<file path="src/rtl/matrix_alloc_ctrl.sv">
// Matrix-memory allocator: maps (rows, cols, slot) to a fixed base address,
// tracks committed slots per dimension class and answers registered queries.
module matrix_alloc_ctrl #(
  parameter int MAX_DIM = 5,
  parameter int SLOTS   = 2,
  parameter int ADDR_W  = 9,
  localparam int SLOT_W = (SLOTS > 1) ? $clog2(SLOTS) : 1
) (
  input  logic              clk,
  input  logic              rst_n,
  input  logic              alloc_req,
  input  logic [31:0]       alloc_m,
  input  logic [31:0]       alloc_n,
  input  logic              commit,
  input  logic              abort,
  output logic              alloc_ready,
  output logic [ADDR_W-1:0] alloc_base,
  output logic [SLOT_W-1:0] alloc_slot,
  output logic              alloc_err,
  output logic              busy,
  input  logic [2:0]        q_m,
  input  logic [2:0]        q_n,
  input  logic [SLOT_W-1:0] q_slot,
  output logic [ADDR_W-1:0] q_base,
  output logic              q_valid,
  output logic [SLOT_W:0]   q_count
);

  localparam int DIM_W = $clog2(MAX_DIM + 1);
  localparam int NCLS  = MAX_DIM * MAX_DIM;
  localparam int CLS_W = (NCLS > 1) ? $clog2(NCLS) : 1;
  localparam int T_MAX = MAX_DIM * (MAX_DIM + 1) / 2;

  // The fixed layout must fit every class and slot in the address space.
  if (SLOTS * T_MAX * T_MAX > (1 << ADDR_W)) begin : g_size_check
    $error("matrix_alloc_ctrl: SLOTS*T(MAX_DIM)^2 exceeds 2^ADDR_W");
  end

  typedef enum logic [2:0] {
    IDLE,
    CALC,
    GRANT,
    BUSY,
    ERR_HOLD
  } state_t;

  function automatic logic [ADDR_W-1:0] base_of(input logic [31:0] m,
                                                 input logic [31:0] n,
                                                 input logic [31:0] s);
    logic [31:0] tm, tn, acc;
    tm  = ((m - 32'd1) * m) >> 1;
    tn  = ((n - 32'd1) * n) >> 1;
    acc = 32'(SLOTS) * (tm * 32'(T_MAX) + m * tn) + s * m * n;
    return acc[ADDR_W-1:0];
  endfunction

  function automatic logic [CLS_W-1:0] cls_of(input logic [31:0] m,
                                              input logic [31:0] n);
    logic [31:0] idx;
    idx = (m - 32'd1) * 32'(MAX_DIM) + (n - 32'd1);
    return idx[CLS_W-1:0];
  endfunction

  state_t            state, state_nxt;
  logic [DIM_W-1:0]  cur_m, cur_n;
  logic [SLOT_W-1:0] cur_slot, calc_slot, ptr_inc;
  logic [CLS_W-1:0]  cur_cls, q_cls;
  logic [SLOTS-1:0]  valid [NCLS];
  logic [SLOT_W-1:0] wr_ptr [NCLS];
  logic              dims_ok, latch_en, clr_en, set_en, err_nxt, found;
  logic              q_ok, q_valid_nxt;
  logic [SLOTS-1:0]  q_row;
  logic [SLOT_W:0]   q_cnt_nxt;
  logic [ADDR_W-1:0] q_base_nxt;

  assign dims_ok = (alloc_m != 32'd0) && (alloc_m <= 32'(MAX_DIM)) &&
                   (alloc_n != 32'd0) && (alloc_n <= 32'(MAX_DIM));
  assign cur_cls = cls_of(32'(cur_m), 32'(cur_n));
  assign ptr_inc = (32'(cur_slot) == 32'(SLOTS - 1)) ? '0 : cur_slot + 1'b1;

  assign alloc_ready = (state == GRANT);
  assign busy        = (state == GRANT) || (state == BUSY);

  // NOTE: every always_comb output gets a default before any branch, so no
  // path can leave a signal unassigned and infer a latch.
  always_comb begin
    calc_slot = wr_ptr[cur_cls];
    found     = 1'b0;
    for (int s = 0; s < SLOTS; s++) begin
      if (!found && !valid[cur_cls][s]) begin
        calc_slot = SLOT_W'(s);
        found     = 1'b1;
      end
    end
  end

  always_comb begin
    state_nxt = state;
    latch_en  = 1'b0;
    clr_en    = 1'b0;
    set_en    = 1'b0;
    err_nxt   = 1'b0;
    case (state)
      IDLE: begin
        if (alloc_req) begin
          if (dims_ok) begin
            latch_en  = 1'b1;
            state_nxt = CALC;
          end else begin
            err_nxt   = 1'b1;
            state_nxt = ERR_HOLD;
          end
        end
      end
      CALC: begin
        clr_en    = 1'b1;
        state_nxt = GRANT;
      end
      GRANT: state_nxt = BUSY;
      BUSY: begin
        // abort outranks commit, which outranks a follow-on request
        if (abort) begin
          state_nxt = IDLE;
        end else if (commit) begin
          set_en    = 1'b1;
          state_nxt = IDLE;
        end else if (alloc_req) begin
          set_en = 1'b1;
          if (dims_ok) begin
            latch_en  = 1'b1;
            state_nxt = CALC;
          end else begin
            err_nxt   = 1'b1;
            state_nxt = ERR_HOLD;
          end
        end
      end
      ERR_HOLD: if (!alloc_req) state_nxt = IDLE;
      default: state_nxt = IDLE;
    endcase
  end

  // Queries see this cycle's pending clear/set so a slot cleared in CALC
  // reads invalid on the very next cycle.
  always_comb begin
    q_ok  = (q_m != 3'd0) && (32'(q_m) <= 32'(MAX_DIM)) &&
            (q_n != 3'd0) && (32'(q_n) <= 32'(MAX_DIM)) &&
            (32'(q_slot) < 32'(SLOTS));
    q_cls = cls_of(32'(q_m), 32'(q_n));
    q_row = '0;
    if (q_ok) begin
      q_row = valid[q_cls];
      if (clr_en && (cur_cls == q_cls)) q_row[calc_slot] = 1'b0;
      if (set_en && (cur_cls == q_cls)) q_row[cur_slot] = 1'b1;
    end
    q_cnt_nxt = '0;
    for (int s = 0; s < SLOTS; s++) begin
      q_cnt_nxt = q_cnt_nxt + {{SLOT_W{1'b0}}, q_row[s]};
    end
    q_valid_nxt = q_ok && q_row[q_slot];
    q_base_nxt  = q_ok ? base_of(32'(q_m), 32'(q_n), 32'(q_slot)) : '0;
  end

  // NOTE: sequential state uses non-blocking assignments only, so every
  // register samples the pre-edge value of every other register.
  always_ff @(posedge clk) begin
    if (!rst_n) begin
      state      <= IDLE;
      cur_m      <= '0;
      cur_n      <= '0;
      cur_slot   <= '0;
      alloc_base <= '0;
      alloc_slot <= '0;
      alloc_err  <= 1'b0;
      q_base     <= '0;
      q_valid    <= 1'b0;
      q_count    <= '0;
      // NOTE: the valid/pointer arrays are control state, not data storage,
      // so they are reset; an interrupted slot is therefore left invalid.
      for (int c = 0; c < NCLS; c++) begin
        valid[c]  <= '0;
        wr_ptr[c] <= '0;
      end
    end else begin
      state     <= state_nxt;
      alloc_err <= err_nxt;
      if (latch_en) begin
        cur_m <= alloc_m[DIM_W-1:0];
        cur_n <= alloc_n[DIM_W-1:0];
      end
      if (clr_en) begin
        valid[cur_cls][calc_slot] <= 1'b0;
        cur_slot   <= calc_slot;
        alloc_slot <= calc_slot;
        alloc_base <= base_of(32'(cur_m), 32'(cur_n), 32'(calc_slot));
      end
      if (set_en) begin
        valid[cur_cls][cur_slot] <= 1'b1;
        wr_ptr[cur_cls]          <= ptr_inc;
      end
      q_base  <= q_base_nxt;
      q_valid <= q_valid_nxt;
      q_count <= q_cnt_nxt;
    end
  end

endmodule

</file>
<file path="config.mk">
export PLATFORM = sky130hd
export DESIGN_NAME = matrix_alloc_ctrl
export DESIGN_NICKNAME = d
export VERILOG_FILES = /design/src/rtl/matrix_alloc_ctrl.sv
export SDC_FILE = /design/constraint.sdc
export NUM_CORES = 1
export LEC_CHECK = 0
export CAP_MARGIN = 20
export CORE_ASPECT_RATIO = 1.25
export CORE_MARGIN = 4
export CORE_UTILIZATION = 60
export CTS_CLUSTER_DIAMETER = 30
export DETAILED_ROUTE_END_ITERATION = 7
export GPL_TIMING_DRIVEN = 0
export HOLD_SLACK_MARGIN = 0.03
export PLACE_DENSITY = 0.81
export SLEW_MARGIN = 20
export SYNTH_ARGS = -nofsm -noshare
export SYNTH_HDL_FRONTEND = slang
export SYNTH_SLANG_ARGS = --single-unit
</file>
<file path="constraint.sdc">
create_clock -name clk -period 8.75 [get_ports clk]
set_clock_uncertainty 0.05 [all_clocks]
set_input_delay 1.3125 -clock clk [delete_from_list [all_inputs] [get_ports clk]]
set_output_delay 1.3125 -clock clk [all_outputs]
set_load 0.01 [all_outputs]
</file>
# Yosys cells after proc, flatten, opt, wreduce, memory -nomap -nowiden
# Memories as Yosys holds them, arrays and structs flattened.
# Cells that the tools add are included.
[word_totals]
input_bits = 76
mem_bits_rw = 75
elab_cells = 129
ff_bits = 32
out_inout_bits = 25
n_memories = 2
[memory_table]
columns = ["name", "words", "width", "rd", "rd_ports_with_merged_regs", "write_ports", "line", "rtl"]
rows = [
  ["valid", 25, 2, 2, 0, 25, "68", "logic [SLOTS-1:0] valid [NCLS];"],
  ["wr_ptr", 25, 1, 1, 0, 25, "69", "logic [SLOT_W-1:0] wr_ptr [NCLS];"],
]
[op_classes]
n_eq_ne = 6
add_sub_neg = 12
multipliers = 14
bitwise = 5
n_lt_le_gt_ge = 9
reduce_logical = 22
n_mux = 50
[op_table]
columns = ["op", "n"]
rows = [
  ["$le 32x3->1 const B", 2],
  ["$mul 32x3->5 const B", 2],
  ["$reduce_bool 32->1", 2],
  ["$mul 3x31->8", 2],
  ["$mul 31x4->8 const B", 2],
  ["$mul 4x4->8", 4],
  ["$mux 1", 30],
  ["$add 9x7->9", 2],
  ["$add 8x8->8", 2],
  ["$mux 2", 8],
  ["$sub 3x1->4 const B", 4],
  ["$mux 3", 5],
  ["$pmux 3 s5", 1],
  ["$mul 4x3->7", 2],
  ["$logic_and 1x1->1", 12],
  ["$add 5x5->5", 2],
  ["$mux 5", 2],
  ["$mul 1x3->4", 2],
  ["$eq 3x2->1 const B", 2],
  ["$le 3x3->1 const B", 2],
  ["$lt 1x2->1 const B", 3],
  ["$reduce_bool 3->1", 2],
  ["$eq 5x5->1", 1],
  ["$pmux 1 s2", 2],
  ["17 further kinds", 20],
]

# Logic depth before layout (Yosys ltp)
# An unclocked memory read counts as a cell.
[depth]
word_depth = 21
depth_mapped = 31
ltp_nobuf = 30

# Worst setup path after synthesis
# No wires, ideal clock.
[synth_path]
path_type = "input to register"
startpoint = "input port q_n[0]"
endpoint = "register q_base[8]"
slack_ns = 1.144
setup_time_ns = 0.066
arrival_time_ns = 7.490
path_buffers = 0
cell_stages = 25
required_time_ns = 8.634
cell_sequence = "inv_1 > ha_1 > nor2b_1 > ha_1 > inv_1 > fa_1 > fa_1 > xnor2_1 > and2_1 > fa_1 > inv_1 > fa_1 > fa_1 > fa_1 > inv_1 > ha_1 > xnor2_1 > fa_1 > ha_1 > nor2b_1 > o21ai_0 > nand2b_1 > nand3_1 > xor3_1 > nor2_1"
[synth_between]
elab_chain_cells = 5
elab_cells_between_ends = 11
cone_classes = "3 x add/sub; 3 x mul; 1 x order compare; 4 x reduce/logical"
[synth_rtl]
columns = ["element", "line", "rtl"]
rows = [
  ["start, declared", "22", "input logic [2:0] q_n,"],
  ["$sub 3x1->4", "52", "tn = ((n - 32'd1) * n) >> 1;"],
  ["$mul 4x4->8", "52", ""],
  ["$mul 3x31->8", "53", "acc = 32'(SLOTS) * (tm * 32'(T_MAX) + m * tn) + s * m * n;"],
  ["$add 8x8->8", "53", ""],
  ["$add 9x7->9", "53", ""],
  ["end signal, assigned", "201", "q_base <= q_base_nxt;"],
  ["end, declared", "24", "output logic [ADDR_W-1:0] q_base,"],
]
# Several ways; a longest one is shown, not always the timed one.
# A chain may end at the register's enable or synchronous reset.

# Worst setup path in the final report
# Ends and elaborated chain as after synthesis.

==> results.toml <==
[final_layout]
nets = 1692
fillers = 1506
n_antenna_cell = 0
multi_input_area_um2 = 8406
area_delta_synth_final_pct = 16.24
final_cell_count_no_fill = 1699
drive_above_1_share_pct = 7.698
fin_util_pct = 71.75
regArea_um2 = 3273

[clock_tree]
post_cts_resized = 0
post_cts.repair.setup_buffers = 0
cts.htree.levels = 4
cts_tree = "built"
insertion_delay_ns = 0.43
clk_pin_slew_ns = 0.06
cts-hold-fix-buffers = 0
root_buffer = "clkbuf_16"
cts_buffers = 17
cts.sinks = 128
clk_path_buf_depth = 2

[power]
p_switching_w = 0.001255
switching_share_pct = 37.75
cellPowerDensity_nw_per_um2 = 228.0
pwr-share-seq_pct = 20.1
p_int_w = 0.002069
ir_worst_vdd_uv = 843.2
combPwrFrac_pct = 57.9
p_leak_nw = 6.292
clock_power_share_pct = 22.0
total_power_w = 0.003325

[synth]
synth_top_family_by_area = "adder cells"
synth_edf_count = 71
ys_types = 68
synth_seq_area_share_pct = 26.09
muxShareOfSynthArea_pct = 10.00
synth_top_area_cell = "edfxtp_1"
synthFlopType = "edfxtp_1"
synthSimpleGateAreaFrac_pct = 13.50
synth-xor-area-share_pct = 5.925
postSynthCellCount = 1266
yosysWarnings = 0
ys_ff_latch = 128
ys_async_sr_fraction_pct = 0
synth_compound_area_share_pct = 12.15
syn_area_um2 = 12540
synth_area_leaders = "edfxtp_1 17%, ha_1 13%, fa_1 12%"
synth_top_area_share_pct = 17.00
synthAdderAreaFrac_pct = 24.32
avgSynthCellArea_um2 = 9.908

[worst_setup_path]
cp-end-kind = "register"
cp_common_cell = "fa_1"
cp_data_arrival_time_ns = 8.62
max_stage_delay_ns = 0.60
worstSetupPathType = "in -> reg"
startpoint_type = "primary input"
critPathRequiredTime_ns = 9.06
worstPathMaxFanout = 8
r2r_setup_slack_ns = 0.71
cp_slowest_cell = "clkdlybuf4s50_1"

[route]
via_per_inst = 6.133
routedWlPerCell_um = 19.73
postRouteAntennaNets = 0
drt-pass1-iter-count = 7
drc = 0
postRouteWirelength_um = 33520
vias = 10420
drt_iter0_markers = 1006

[global_route]
grtUsageTotal_pct = 29.36
grt_pass1_vias = 10600
grt_max_degree = 17
antenna_found_initial = 0
grt_pass1_wl_um = 53050
grt_remaining_overflow = 0

[timing]
layout_min_cycle_time_ns = 8.308
holdWs_ns = 0.4143
setup_tns_ns = 0
setup_viol = 0
fin_crit_sh_pct = 94.94
worstMarginPinSlew_ns = 0.8168
fmax_ghz = 0.1204
rsz0062_at_grt = "no"
hold_viol = 0
slew_viol_final = 0
slew_headroom_pct = 45.25

[floorplanning]
dieArea_um2 = 23300
rows = 58
initial_core_util_pct = 61.73
ioPinCount = 101
fp.dieW_um = 137.3
die_y_um = 169.7
core_region_area_um2 = 20320

[place]
dpl.hpwl_um = 26230
port_buffers = 97
placed_cells = 1667
place_congestion = 0.9580

[status]
outcome = "finished, final reports clean"

[worst_hold_path]
hp-class = "reg -> reg"

[flow_run]
drv_cap = 0
## area by class of cell
class	count	area share, %
inverters	182	4.685
plain buffers	76	2.154
multi-input cells	914	57.65
clock inverters	12	0.7981
flip-flops and latches	128	22.45
well taps	270	2.317
clock buffers	20	3.287
repair buffers	97	6.659
## routing by layer
layer | GRT usage (%) | wire length (um)
met5 | 0 | 0
met4 | 15.36 | 1682
met3 | 5.575 | 2812
met2 | 51.40 | 17150
met1 | 33.85 | 11870
## placed cells by master (no fill, tap or decap), types with 29 or more instances in the layout
cell / count
fa_1: 73
ha_1: 127
clkbuf_1: 55
xnor2_1: 40
mux4_2: 46
nor2_1: 67
clkdlybuf4s50_1: 97
dfxtp_1: 57
edfxtp_1: 71
conb_1: 36
nand3_1: 43
inv_1: 181
a21oi_1: 29
o21ai_0: 35
nand2_1: 69
## final timing paths
kind	startpoint	to	depth (start not counted)
worst max-delay path	q_n[0]	q_base[8]	26
worst min-delay path	alloc_base[2]	alloc_base[2]	2
worst max register to register	cur_m[0]	alloc_base[8]	30
worst min register to register	alloc_base[2]	alloc_base[2]	2
## power by group through the flow
stage | Sequential (W) | Combinational, W | Clock [W]
2_1_floorplan | 0.000684 | 0.00152 | 0
3_3_place_gp | 0.000679 | 0.00185 | 0
3_5_place_dp | 0.000680 | 0.00190 | 0
4_1_cts | 0.000667 | 0.00193 | 0.000728
5_1_grt | 0.000669 | 0.00217 | 0.000755
6_report | 0.000668 | 0.00192 | 0.000733
## through the flow
| step | instance area [um2] | setup WS (ns) |
|---|---|---|
| 6_report | 14580 | 0.4425 |
| 4_1_cts | 14580 | 0.4373 |
| 3_3_place_gp | 13980 | 0.07464 |
| 5_1_grt | 14580 | 0.05126 |
| 3_5_place_dp | 13980 | 0.01334 |
| 2_1_floorplan | 12670 | 1.144 |
## Yosys cell counts (16+ instances only)
master	number
inv_1	181
ha_1	127
fa_1	73
edfxtp_1	71
nand2_1	69
nor2_1	67
dfxtp_1	57
clkbuf_1	54
mux4_2	46
nand3_1	43
xnor2_1	40
o21ai_0	35
a21oi_1	29
a21boi_0	28
nor2b_1	28
a22oi_1	27
nand4_1	27
and2_1	24
nor3_1	23
mux2i_1	17
xor2_1	17
nor4_1	16
## state kept, by name (all words and copies together), names as in the netlist
signal,count
valid,64
wr_ptr,32
q_base,9
cur_slot,1
alloc_err,1
alloc_base,9
cur_n,3
q_valid,1
cur_m,3
state,3
q_count,2
## logic make-up after synthesis
group	Yosys count
flip-flops	128
adder cells (fa/ha/maj)	200
XOR/XNOR	68
AND/OR/NAND/NOR	334
multiplexers	67
AO/OA/AOI/OAI	209
other	2
buffers and inverters	258
## critical path, delay by kind of cell
kind	cells	cell delay, ns
adder cells (fa/ha/maj)	11	4.63
buffers and inverters	5	0.98
AND/OR/NAND/NOR	6	0.81
XOR/XNOR	3	0.69
AO/OA/AOI/OAI	1	0.19
No activity file was read; power rests on OpenSTA's default activity.
